<file path="src/rtl/rr_timeout_arbiter.sv">
// rr_timeout_arbiter: round-robin output-port arbiter with per-input timeout timers.
// One instance sits per router output port, between input request logic and crossbar select.
//
// Ports:
//   clk      - clock, all state on rising edge
//   rst      - synchronous, active-high reset
//   req      - per-port level request [NPORTS]
//   flit_id  - per-port flit type, port i at [i*FID_W +: FID_W]
//   length   - per-port packet length, port i at [i*LEN_W +: LEN_W]
//   grant    - registered one-hot grant, all-zero when idle
//   idle     - registered, high when grant == 0
//   timeout  - registered one-cycle pulse for a port whose grant expired on its timer
//
// Optional feature macro: ARB_TAIL_RELEASE_EN
//   defined   : a TAIL_ID flit on the granted, requesting port ends the grant
//               (handled as a request drop, no timeout pulse)
//   undefined : flit_id only loads timeout limits on HEAD_ID
module rr_timeout_arbiter #(
  parameter int unsigned       NPORTS  = 5,
  parameter int unsigned       LEN_W   = 12,
  parameter int unsigned       FID_W   = 3,
  parameter logic [FID_W-1:0]  HEAD_ID = 3'b001,
  parameter logic [FID_W-1:0]  TAIL_ID = 3'b100
) (
  input  logic                      clk,
  input  logic                      rst,
  input  logic [NPORTS-1:0]         req,
  input  logic [NPORTS*FID_W-1:0]   flit_id,
  input  logic [NPORTS*LEN_W-1:0]   length,
  output logic [NPORTS-1:0]         grant,
  output logic                      idle,
  output logic [NPORTS-1:0]         timeout
);

  localparam int unsigned IDX_W = (NPORTS > 1) ? $clog2(NPORTS) : 1;

`ifdef ARB_TAIL_RELEASE_EN
  localparam bit TAIL_EN = 1'b1;
`else
  localparam bit TAIL_EN = 1'b0;
`endif

  typedef enum logic {ST_IDLE, ST_GRANT} state_t;

  state_t             state_q, state_d;
  // Index of the most recent grant; also the current holder while in ST_GRANT.
  logic [IDX_W-1:0]   last_q, last_d;
  logic [LEN_W-1:0]   count_q [NPORTS];
  logic [LEN_W-1:0]   count_d [NPORTS];
  logic [LEN_W-1:0]   limit_q [NPORTS];
  logic [NPORTS-1:0]  grant_d;
  logic [NPORTS-1:0]  timeout_d;

  logic               cur_req;
  logic               cur_tail;
  logic [LEN_W-1:0]   cur_count;
  logic [LEN_W-1:0]   cur_limit;
  logic [NPORTS-1:0]  cur_mask;
  logic [NPORTS-1:0]  req_eff;
  logic               held;
  logic               expired;

  // First asserted request searching k+1, k+2, ... wrapping, ending at k.
  function automatic logic [IDX_W-1:0] rr_pick(input logic [NPORTS-1:0] r,
                                               input logic [IDX_W-1:0]  k);
    logic [IDX_W-1:0] pick;
    logic             found;
    int unsigned      idx;
    pick  = k;
    found = 1'b0;
    for (int unsigned j = 1; j <= NPORTS; j++) begin
      idx = (32'(k) + j) % NPORTS;
      if (!found && r[IDX_W'(idx)]) begin
        pick  = IDX_W'(idx);
        found = 1'b1;
      end
    end
    return pick;
  endfunction

  // Timeout limit loads on any HEAD flit, regardless of grant.
  always_ff @(posedge clk) begin
    if (rst) begin
      for (int unsigned i = 0; i < NPORTS; i++) limit_q[i] <= '0;
    end else begin
      for (int unsigned i = 0; i < NPORTS; i++) begin
        if (flit_id[i*FID_W +: FID_W] == HEAD_ID) limit_q[i] <= length[i*LEN_W +: LEN_W];
      end
    end
  end

  // State, counters and registered outputs.
  always_ff @(posedge clk) begin
    if (rst) begin
      state_q <= ST_IDLE;
      last_q  <= IDX_W'(NPORTS - 1);
      grant   <= '0;
      idle    <= 1'b1;
      timeout <= '0;
      for (int unsigned i = 0; i < NPORTS; i++) count_q[i] <= '0;
    end else begin
      state_q <= state_d;
      last_q  <= last_d;
      grant   <= grant_d;
      idle    <= (grant_d == '0);
      timeout <= timeout_d;
      for (int unsigned i = 0; i < NPORTS; i++) count_q[i] <= count_d[i];
    end
  end

  // Holder view: request, tail, count and limit of the port at last_q.
  always_comb begin
    cur_req   = 1'b0;
    cur_tail  = 1'b0;
    cur_count = '0;
    cur_limit = '0;
    for (int unsigned i = 0; i < NPORTS; i++) begin
      if (IDX_W'(i) == last_q) begin
        cur_req   = req[i];
        cur_tail  = TAIL_EN && req[i] && (flit_id[i*FID_W +: FID_W] == TAIL_ID);
        cur_count = count_q[i];
        cur_limit = limit_q[i];
      end
    end
    cur_mask = NPORTS'(1) << last_q;
    // A tail release behaves as if the holder had dropped its request.
    req_eff  = cur_tail ? (req & ~cur_mask) : req;
    held     = cur_req && !cur_tail && (cur_count < cur_limit);
    expired  = cur_req && !cur_tail && (cur_count >= cur_limit);
  end

  // Next-state and next-output logic.
  always_comb begin
    state_d   = state_q;
    last_d    = last_q;
    timeout_d = '0;
    grant_d   = '0;
    for (int unsigned i = 0; i < NPORTS; i++) count_d[i] = '0;

    case (state_q)
      ST_IDLE: begin
        if (|req) begin
          state_d = ST_GRANT;
          last_d  = rr_pick(req, last_q);
        end
      end
      ST_GRANT: begin
        if (held) begin
          for (int unsigned i = 0; i < NPORTS; i++) begin
            if (IDX_W'(i) == last_q) count_d[i] = count_q[i] + LEN_W'(1);
          end
        end else begin
          timeout_d = expired ? cur_mask : '0;
          if (|req_eff) begin
            // Holder is re-picked only when it is the sole requester; its count restarts at 0.
            last_d = rr_pick(req_eff, last_q);
          end else begin
            state_d = ST_IDLE;
          end
        end
      end
      default: state_d = ST_IDLE;
    endcase

    if (state_d == ST_GRANT) grant_d = NPORTS'(1) << last_d;
  end

endmodule

</file>
<file path="config.mk">
export PLATFORM = sky130hd
export DESIGN_NAME = rr_timeout_arbiter
export DESIGN_NICKNAME = d
export VERILOG_FILES = /design/src/rtl/rr_timeout_arbiter.sv
export SDC_FILE = /design/constraint.sdc
export NUM_CORES = 1
export LEC_CHECK = 0
export ABC_AREA = 1
export CORE_AREA = 2 2 110 218
export CTS_BUF_LIST = sky130_fd_sc_hd__clkbuf_4 sky130_fd_sc_hd__clkbuf_8
export CTS_CLUSTER_DIAMETER = 150
export DETAILED_ROUTE_END_ITERATION = 10
export DIE_AREA = 0 0 112 220
export PLACE_DENSITY = 0.62
export SYNTH_ARGS = -nofsm -noshare
export SYNTH_HDL_FRONTEND = slang
export SYNTH_SLANG_ARGS = --single-unit
</file>
<file path="constraint.sdc">
create_clock -name clk -period 6.3 [get_ports clk]
set_input_delay 1.26 -clock clk [delete_from_list [all_inputs] [get_ports clk]]
set_output_delay 1.26 -clock clk [all_outputs]
set_load 0.02 [all_outputs]
</file>
==> out/qor.csv <==
stage;metric;value;unit
worst_setup_path;critPathKind;flip-flop to flip-flop;
worst_setup_path;cp.required;6680;ps
worst_setup_path;start_kind;flip-flop;
global_routing;overflow;0;
synth;syn-num-nets;1229;
global_routing;grt_antenna_before_repair;0;
final_layout;fillers;2430;
pwr;p_leak;4.149;nW
floorplan;fp.coreArea;23130;µm²
global_routing;track_usage;0.2117;
clocking;cts_buffers;17;
status;status;complete, no violations;
pwr;p_int;0.002324;W
worst_setup_path;arrival;5150;ps
pwr;ir_worst_vdd;370.0;µV
timing;final_hold_viol_count;0;
timing;period_needed;4779;ps
clocking;cts_sinks;135;
timing;finalCritPeriodShare;0.7585;
synth;ys_ff_latch;135;
drt;ant_nets;0;
synth;synth_edf_count;60;
drt;via_count;7624;
floorplan;io_pins;93;
final_layout;area_growth;18.86;%
synth;yosys.cell_types.count;42;
synth;syn_avg_cell_area;7.571;µm²
worst_setup_path;reg2reg_depth;22;
drt;drt_wl_total;25.54;mm
synth;synth_warnings;0;
worst_setup_path;crit_end;last_q[1]$_SDFF_PP0_;
timing;tns;0;ps
timing;whs;451.8;ps
clocking;ctsHoldBuffers;0;
drt;vias_per_cell;5.165;
synth;synth_top_cell_area_share;0.2163;
floorplan;die_h;220;µm
floorplan;start_util;0.3601;
timing;rsz0062_at_grt;false;
synth;netlist_area;8328;µm²
floorplan;dieArea;24640;µm²
timing;max_freq;209.3;MHz
worst_setup_path;timing.rr.end;last_q[1]$_SDFF_PP0_;
final_layout;layout.nets;1309;
synth;syn_inst;1100;
synth;ys_async_sr_fraction;0;
floorplan;fp-row-count;79;
placement;gp_congestion;0.9115;
pwr;switchingPower;0.002265;W
clocking;cts.repair.resized;0;
clocking;cts_tree;done;
timing;fin_skew;8.835;ps
timing;worst_pin_slew;1133;ps
timing;finalSetupViolations;0;
worst_setup_path;r2r_setup_slack;1520;ps
pwr;power.density;463.6;nW/µm²
clocking;clockBufferDepth;2;
worst_setup_path;r2r_start;last_q[0]$_SDFF_PP0_;
worst_setup_path;worstSetupEndpointType;flip-flop;
worst_setup_path;startpoint;last_q[0]$_SDFF_PP0_;
drt;firstDrtPassIters;5;
pwr;p_clk_frac;0.163;
worst_setup_path;crit_fanout;26;
final_layout;drive_above_1_share;0.09640;
final_layout;n_antenna_cell;0;
clocking;h-tree-depth;4;
timing;relSlewSlack;0.2444;
drt;avgRoutedWirePerCell;17.31;µm
drt;drtIter0Drc;375;
pwr;combPwrFrac;0.614;
global_routing;first_global_vias;7727;
clocking;clk-insertion-delay-late;460;ps
pwr;swShare;0.4936;
global_routing;grt_max_degree;61;
drt;drc;0;
placement;detailed_place_hpwl;20.62;mm
timing;maxSlewViolCount;0;
placement;portBuffers;92;
pwr;p_seq_frac;0.223;
synth;synthTopCellsByArea;edfxtp_1, dfxtp_1, nand2_1;
clocking;cts_root_buffer;clkbuf_8;
flow_run;max-cap-violations;0;
synth;synth_area_leader_cell;edfxtp_1;
floorplan;die_w;112;µm
clocking;path_clk_slew;80;ps
synth;ys.flop_type;dfxtp_1;
worst_hold_path;holdCritPathClass;flip-flop to flip-flop;
global_routing;grt_pass1_wl;39.42;mm
clocking;post-cts-setup-buffer-count;0;
synth;ys_seq_area_frac;0.3966;
==> logic make-up after synthesis <==
kind of cell / count (synthesis) / synth area share
flip-flops: 135 / 0.3966
adder cells (fa/ha/maj): 47 / 0.07061
AND/OR/NAND/NOR: 555 / 0.3127
AO/OA/AOI/OAI: 133 / 0.09285
XOR/XNOR: 30 / 0.03335
buffers and inverters: 200 / 0.09390
==> sequential cells by signal, summed over array words and instances (netlist names) <==
name and cells:
idle 1, grant 5, limit_q 60, timeout 5, count_q 60, last_q 3, state_q 1
==> synthesized netlist by cell type (2+ instances only) <==
| master | number |
|---|---|
| nor2_1 | 153 |
| nand3_1 | 104 |
| buf_6 | 3 |
| clkbuf_1 | 34 |
| inv_1 | 150 |
| or2_2 | 7 |
| o21ai_2 | 2 |
| o211ai_1 | 24 |
| nand2_2 | 38 |
| o21ai_0 | 37 |
| nand3b_1 | 6 |
| inv_2 | 8 |
| ha_1 | 47 |
| xnor2_1 | 7 |
| clkinv_1 | 2 |
| inv_4 | 2 |
| xor2_1 | 21 |
| a22oi_1 | 7 |
| a21oi_1 | 50 |
| xor2_2 | 2 |
| edfxtp_1 | 60 |
| dfxtp_1 | 75 |
| nand2_1 | 169 |
| nand3_2 | 12 |
| a31oi_1 | 3 |
| nor4_1 | 5 |
| o21ai_1 | 5 |
| nor3b_1 | 15 |
| nor2_2 | 2 |
| nor3_1 | 23 |
| nand4_1 | 16 |
==> area by class of cell <==
| type | instances | area [µm²] | share of cell area |
|---|---|---|---|
| timing repair buffer | 99 | 973.4 | 0.09834 |
| inverter | 162 | 613.1 | 0.06194 |
| tap | 283 | 354.1 | 0.03577 |
| clock buffer | 20 | 256.5 | 0.02591 |
| clock inverter | 12 | 153.9 | 0.01555 |
| multi-input combinational | 765 | 4244 | 0.4288 |
| sequential | 135 | 3303 | 0.3337 |
==> power groups by stage <==
| stage | combinational, W | sequential, W | clock (W) |
|---|---|---|---|
| final | 0.00282 | 0.00102 | 0.000748 |
| after floorplan | 0.00212 | 0.00104 | 0 |
| after global placement | 0.00276 | 0.00104 | 0 |
| after detailed placement | 0.00279 | 0.00104 | 0 |
| after global routing | 0.00320 | 0.00103 | 0.000792 |
| after CTS | 0.00281 | 0.00102 | 0.000765 |
==> worst max-delay path, cell delays in order, from the launching register on <==
cell       delay [ps]
dfxtp_1           330
inv_2             260
ha_1              310
ha_1              820
nand3_1           170
nand3_1           110
o21ai_0           240
o21ai_0           220
o21ai_0           110
ha_1              310
nand2_1            90
nor2_1             50
nand3_1            90
o2111ai_1         160
nor2_1            480
nand2_1           110
nand2_1           120
inv_1             120
nor2_1            210
inv_1             100
nand2_2           100
inv_2              50
nor2_1            140
==> per-layer routing <==
| metal | wire, µm | up-vias | global-route usage | share of wire |
|---|---|---|---|---|
| met2 | 14770 | 212 | 0.4321 | 0.58 |
| li1 | - | 3764 | - | - |
| met1 | 7904 | 3558 | 0.1751 | 0.31 |
| met3 | 801 | 90 | 0.03108 | 0.031 |
| met4 | 2066 | 0 | 0.1626 | 0.081 |
| met5 | 0 | - | 0 | 0 |
==> worst min path at each step <==
stage	start	to	slack (ps)	cells past startpoint
after floorplan	count_q[0][12]$_SDFF_PP0_	count_q[0][12]$_SDFF_PP0_	420	1
after global placement	count_q[0][12]$_SDFF_PP0_	count_q[0][12]$_SDFF_PP0_	430	1
after detailed placement	count_q[0][12]$_SDFF_PP0_	count_q[0][12]$_SDFF_PP0_	440	1
after CTS	count_q[0][12]$_SDFF_PP0_	count_q[0][12]$_SDFF_PP0_	460	1
after global routing	count_q[0][0]$_SDFF_PP0_	count_q[0][0]$_SDFF_PP0_	490	1
final	count_q[0][12]$_SDFF_PP0_	count_q[0][12]$_SDFF_PP0_	450	1
==> cell usage in the layout, fill, tap and decap left out, types with 3 or more instances in the layout <==
cell type | Yosys | layout
nand3_2 | 12 | 12
a21oi_1 | 50 | 50
nand3_1 | 104 | 104
a31oi_1 | 3 | 3
xor2_1 | 21 | 21
bufinv_16 | 0 | 3
nor2_1 | 153 | 153
ha_1 | 47 | 47
dfxtp_1 | 75 | 75
nor4_1 | 5 | 5
nand2_2 | 38 | 38
nand2_1 | 169 | 169
clkbuf_4 | 0 | 3
buf_4 | 1 | 7
or2_2 | 7 | 7
xnor2_1 | 7 | 7
nand3b_1 | 6 | 6
o211ai_1 | 24 | 24
nand4_1 | 16 | 16
inv_2 | 8 | 8
nor3b_1 | 15 | 15
clkbuf_8 | 0 | 17
a22oi_1 | 7 | 7
nor3_1 | 23 | 23
o21ai_0 | 37 | 37
clkdlybuf4s50_1 | 0 | 92
edfxtp_1 | 60 | 60
clkinv_1 | 2 | 3
clkinv_4 | 0 | 4
o21ai_1 | 5 | 5
inv_1 | 150 | 150
==> stage by stage <==
stage,cells,util,area (µm²),worst slack (ps),total power [W]
floorplan,1100,-,8328,2528,0.003160
global placement,1444,0.4102,9488,1662,0.003802
detailed placement,1444,0.4102,9488,1659,0.003838
CTS,1476,0.4279,9898,1638,0.004597
global route,1476,0.4279,9898,1170,0.005016
finish,1476,0.4279,9898,1521,0.004589
Power figures use the tool's default switching activity.
==> edit: new RTL, same settings <==
Build with the macro `ARB_TAIL_RELEASE_EN` defined.
--- a/src/rtl/rr_timeout_arbiter.sv
+++ b/src/rtl/rr_timeout_arbiter.sv
@@ -16,4 +16,6 @@
 //               (handled as a request drop, no timeout pulse)
 //   undefined : flit_id only loads timeout limits on HEAD_ID
+`define ARB_TAIL_RELEASE_EN
+
 module rr_timeout_arbiter #(
   parameter int unsigned       NPORTS  = 5,
Formal check against the unedited RTL: not equivalent (Yosys sat finds a counterexample within 4 cycles, from zero or initial values and one cycle with rst high).
==> edit against the original RTL <==
Wire length is 10% higher; area after synthesis is 7.1% higher; non-clock buffer count is 1 higher; clock power hardly changed; design area is 5.9% higher; power is 30% higher; count of clock-buffer cells in the layout is 3 lower; core utilization is 2.5 points higher; setup slack worse by 0.34 ns; sequential cell count stayed put; highest routed layer unchanged.
==> edit: results (changes against the original RTL) <==
- Antenna violations before repair: 0 (unchanged)
- Relative slew slack: 26.7% (+2.3 points)
- Status: finished clean
- Sequential-to-total area share from yosys stat: 37.0% (-2.6 points)
- First-pass GRT wire length: 42700 um (+8.4%)
- FF-to-FF path depth: 23 (+4.5%)
- # nets final: 1420 (+8.5%)
- Critical path type: reg -> reg
- CP peak stage delay: 0.63 ns (-0.19 ns)
- Post-synth ARST share: 0% (unchanged)
- Dominant cells by area after synthesis: edfxtp_1, dfxtp_1, nand2_1
- Syn Nets: 1343 (+9.3%)
- Largest net degree at the start of global routing: 61 (unchanged)
- I/O Buffers: 92 (unchanged)
- Top flop regs: count_q: 60 flops, limit_q: 60 flops
- Worst Skew: 0.0177 ns (+0.00884 ns)
- DPL Wire Length: 22600 um (+9.6%)
- First DRT Iteration DRCs: 506 (+35%)
- Worst hold path endpoint: count_q[0][0]
- FF-to-FF setup slack: 1.18 ns (-0.34 ns)
- Root Buffer: clkbuf_8
- Worst hold stages: 1 (unchanged)
- Post-synthesis cell type count: 51 (+21%)
- Final hold slack: 0.473 ns (+0.0207 ns)
- Final wirelength: 28200 um (+10%)
- Drt first pass iters: 7 (+2)
- Crit Path Max Fanout: 30 (+15%)
- Hold wc startpoint: count_q[0][0]
- Post-Place Setup Slack: 1.26 ns (-0.404 ns)
- Post-synth EDFFs: 60 (unchanged)
- All-Layer GR Usage: 22.9% (+1.7 points)
- Worst-path clk slew: 0.09 ns
- Sw Ratio: 55.0% (+5.6 points)
- Crit path DAT: 5.43 ns (+0.28 ns)
- Vias in the first global route: 8258 (+6.9%)
- Syn Area/Cell: 7.32 um2 (-3.3%)
- Tightest Hold Check Type: reg -> reg
- Delay-heaviest family, CP: compound AO/OA/AOI/OAI gates
- Routed via count: 8492 (+11%)
- Clock Latency Late Sink: 0.47 ns
- Post-route setup TNS: 0 ns (unchanged)
- Proportion of layout cells with a drive suffix above 1: 9.86% (+0.22 points)
- Bufs on Longest Clock Path: 2 (unchanged)
- Slowest cell on crit path: dfxtp_1
- Peak VDD IR: 475 uV (+28%)
- Leak pwr: 4.45 nW (+7.3%)
- Worst R2R End: last_q[1]
- Most common library cells after synthesis: nand2_1, nor2_1, inv_1
- Placer Congestion: 0.986 (+8.2%)
edit: cells by family after synthesis:
kind of cell	synth area share (%)
adder cells (fa/ha/maj)	6.03
flip-flops	37.0
AND/OR/NAND/NOR	33.6
buffers and inverters	9.79
AO/OA/AOI/OAI	10.4
XOR/XNOR	3.14
edit: through the flow:
stage / cells / area [um2]
floorplan: 1218 / 8920
global placement: 1559 / 10100
CTS: 1591 / 10500
detailed placement: 1559 / 10100
global route: 1591 / 10500
finish: 1591 / 10500
edit: worst max-delay path by stage:
stage / end / slack [ns] / cells after the start
2_1_floorplan: grant[2] / 2.26 / 27
3_3_place_gp: last_q[1] / 1.35 / 23
3_5_place_dp: last_q[1] / 1.26 / 23
4_1_cts: last_q[1] / 1.21 / 23
5_1_grt: count_q[0][3] / 0.65 / 21
6_report: last_q[1] / 1.18 / 23
edit: area by class of cell:
type	count	area, um2
multi-input combinational	860	4750
clock buffer	17	234
tap	283	354
timing repair buffer	100	981
fill	2413	12700
sequential	135	3300
clock inverter	15	176
inverter	181	684
edit: power groups by stage:
stage | clock, W | combinational (W) | sequential [W]
floorplan | 0 | 0.00311 | 0.00103
detailed placement | 0 | 0.00415 | 0.00104
finish | 0.000750 | 0.00420 | 0.00102
CTS | 0.000764 | 0.00417 | 0.00102
global placement | 0 | 0.00412 | 0.00104
global route | 0.000799 | 0.00471 | 0.00102
edit: per-layer routing:
layer  GRT usage [%]  share of wire, %  up-vias
li1                -                 -     4152
met1            21.1                33     3933
met2            44.6                55      299
met3            2.72               4.2      108
met4            17.7               8.1        0
met5               0                 0        -
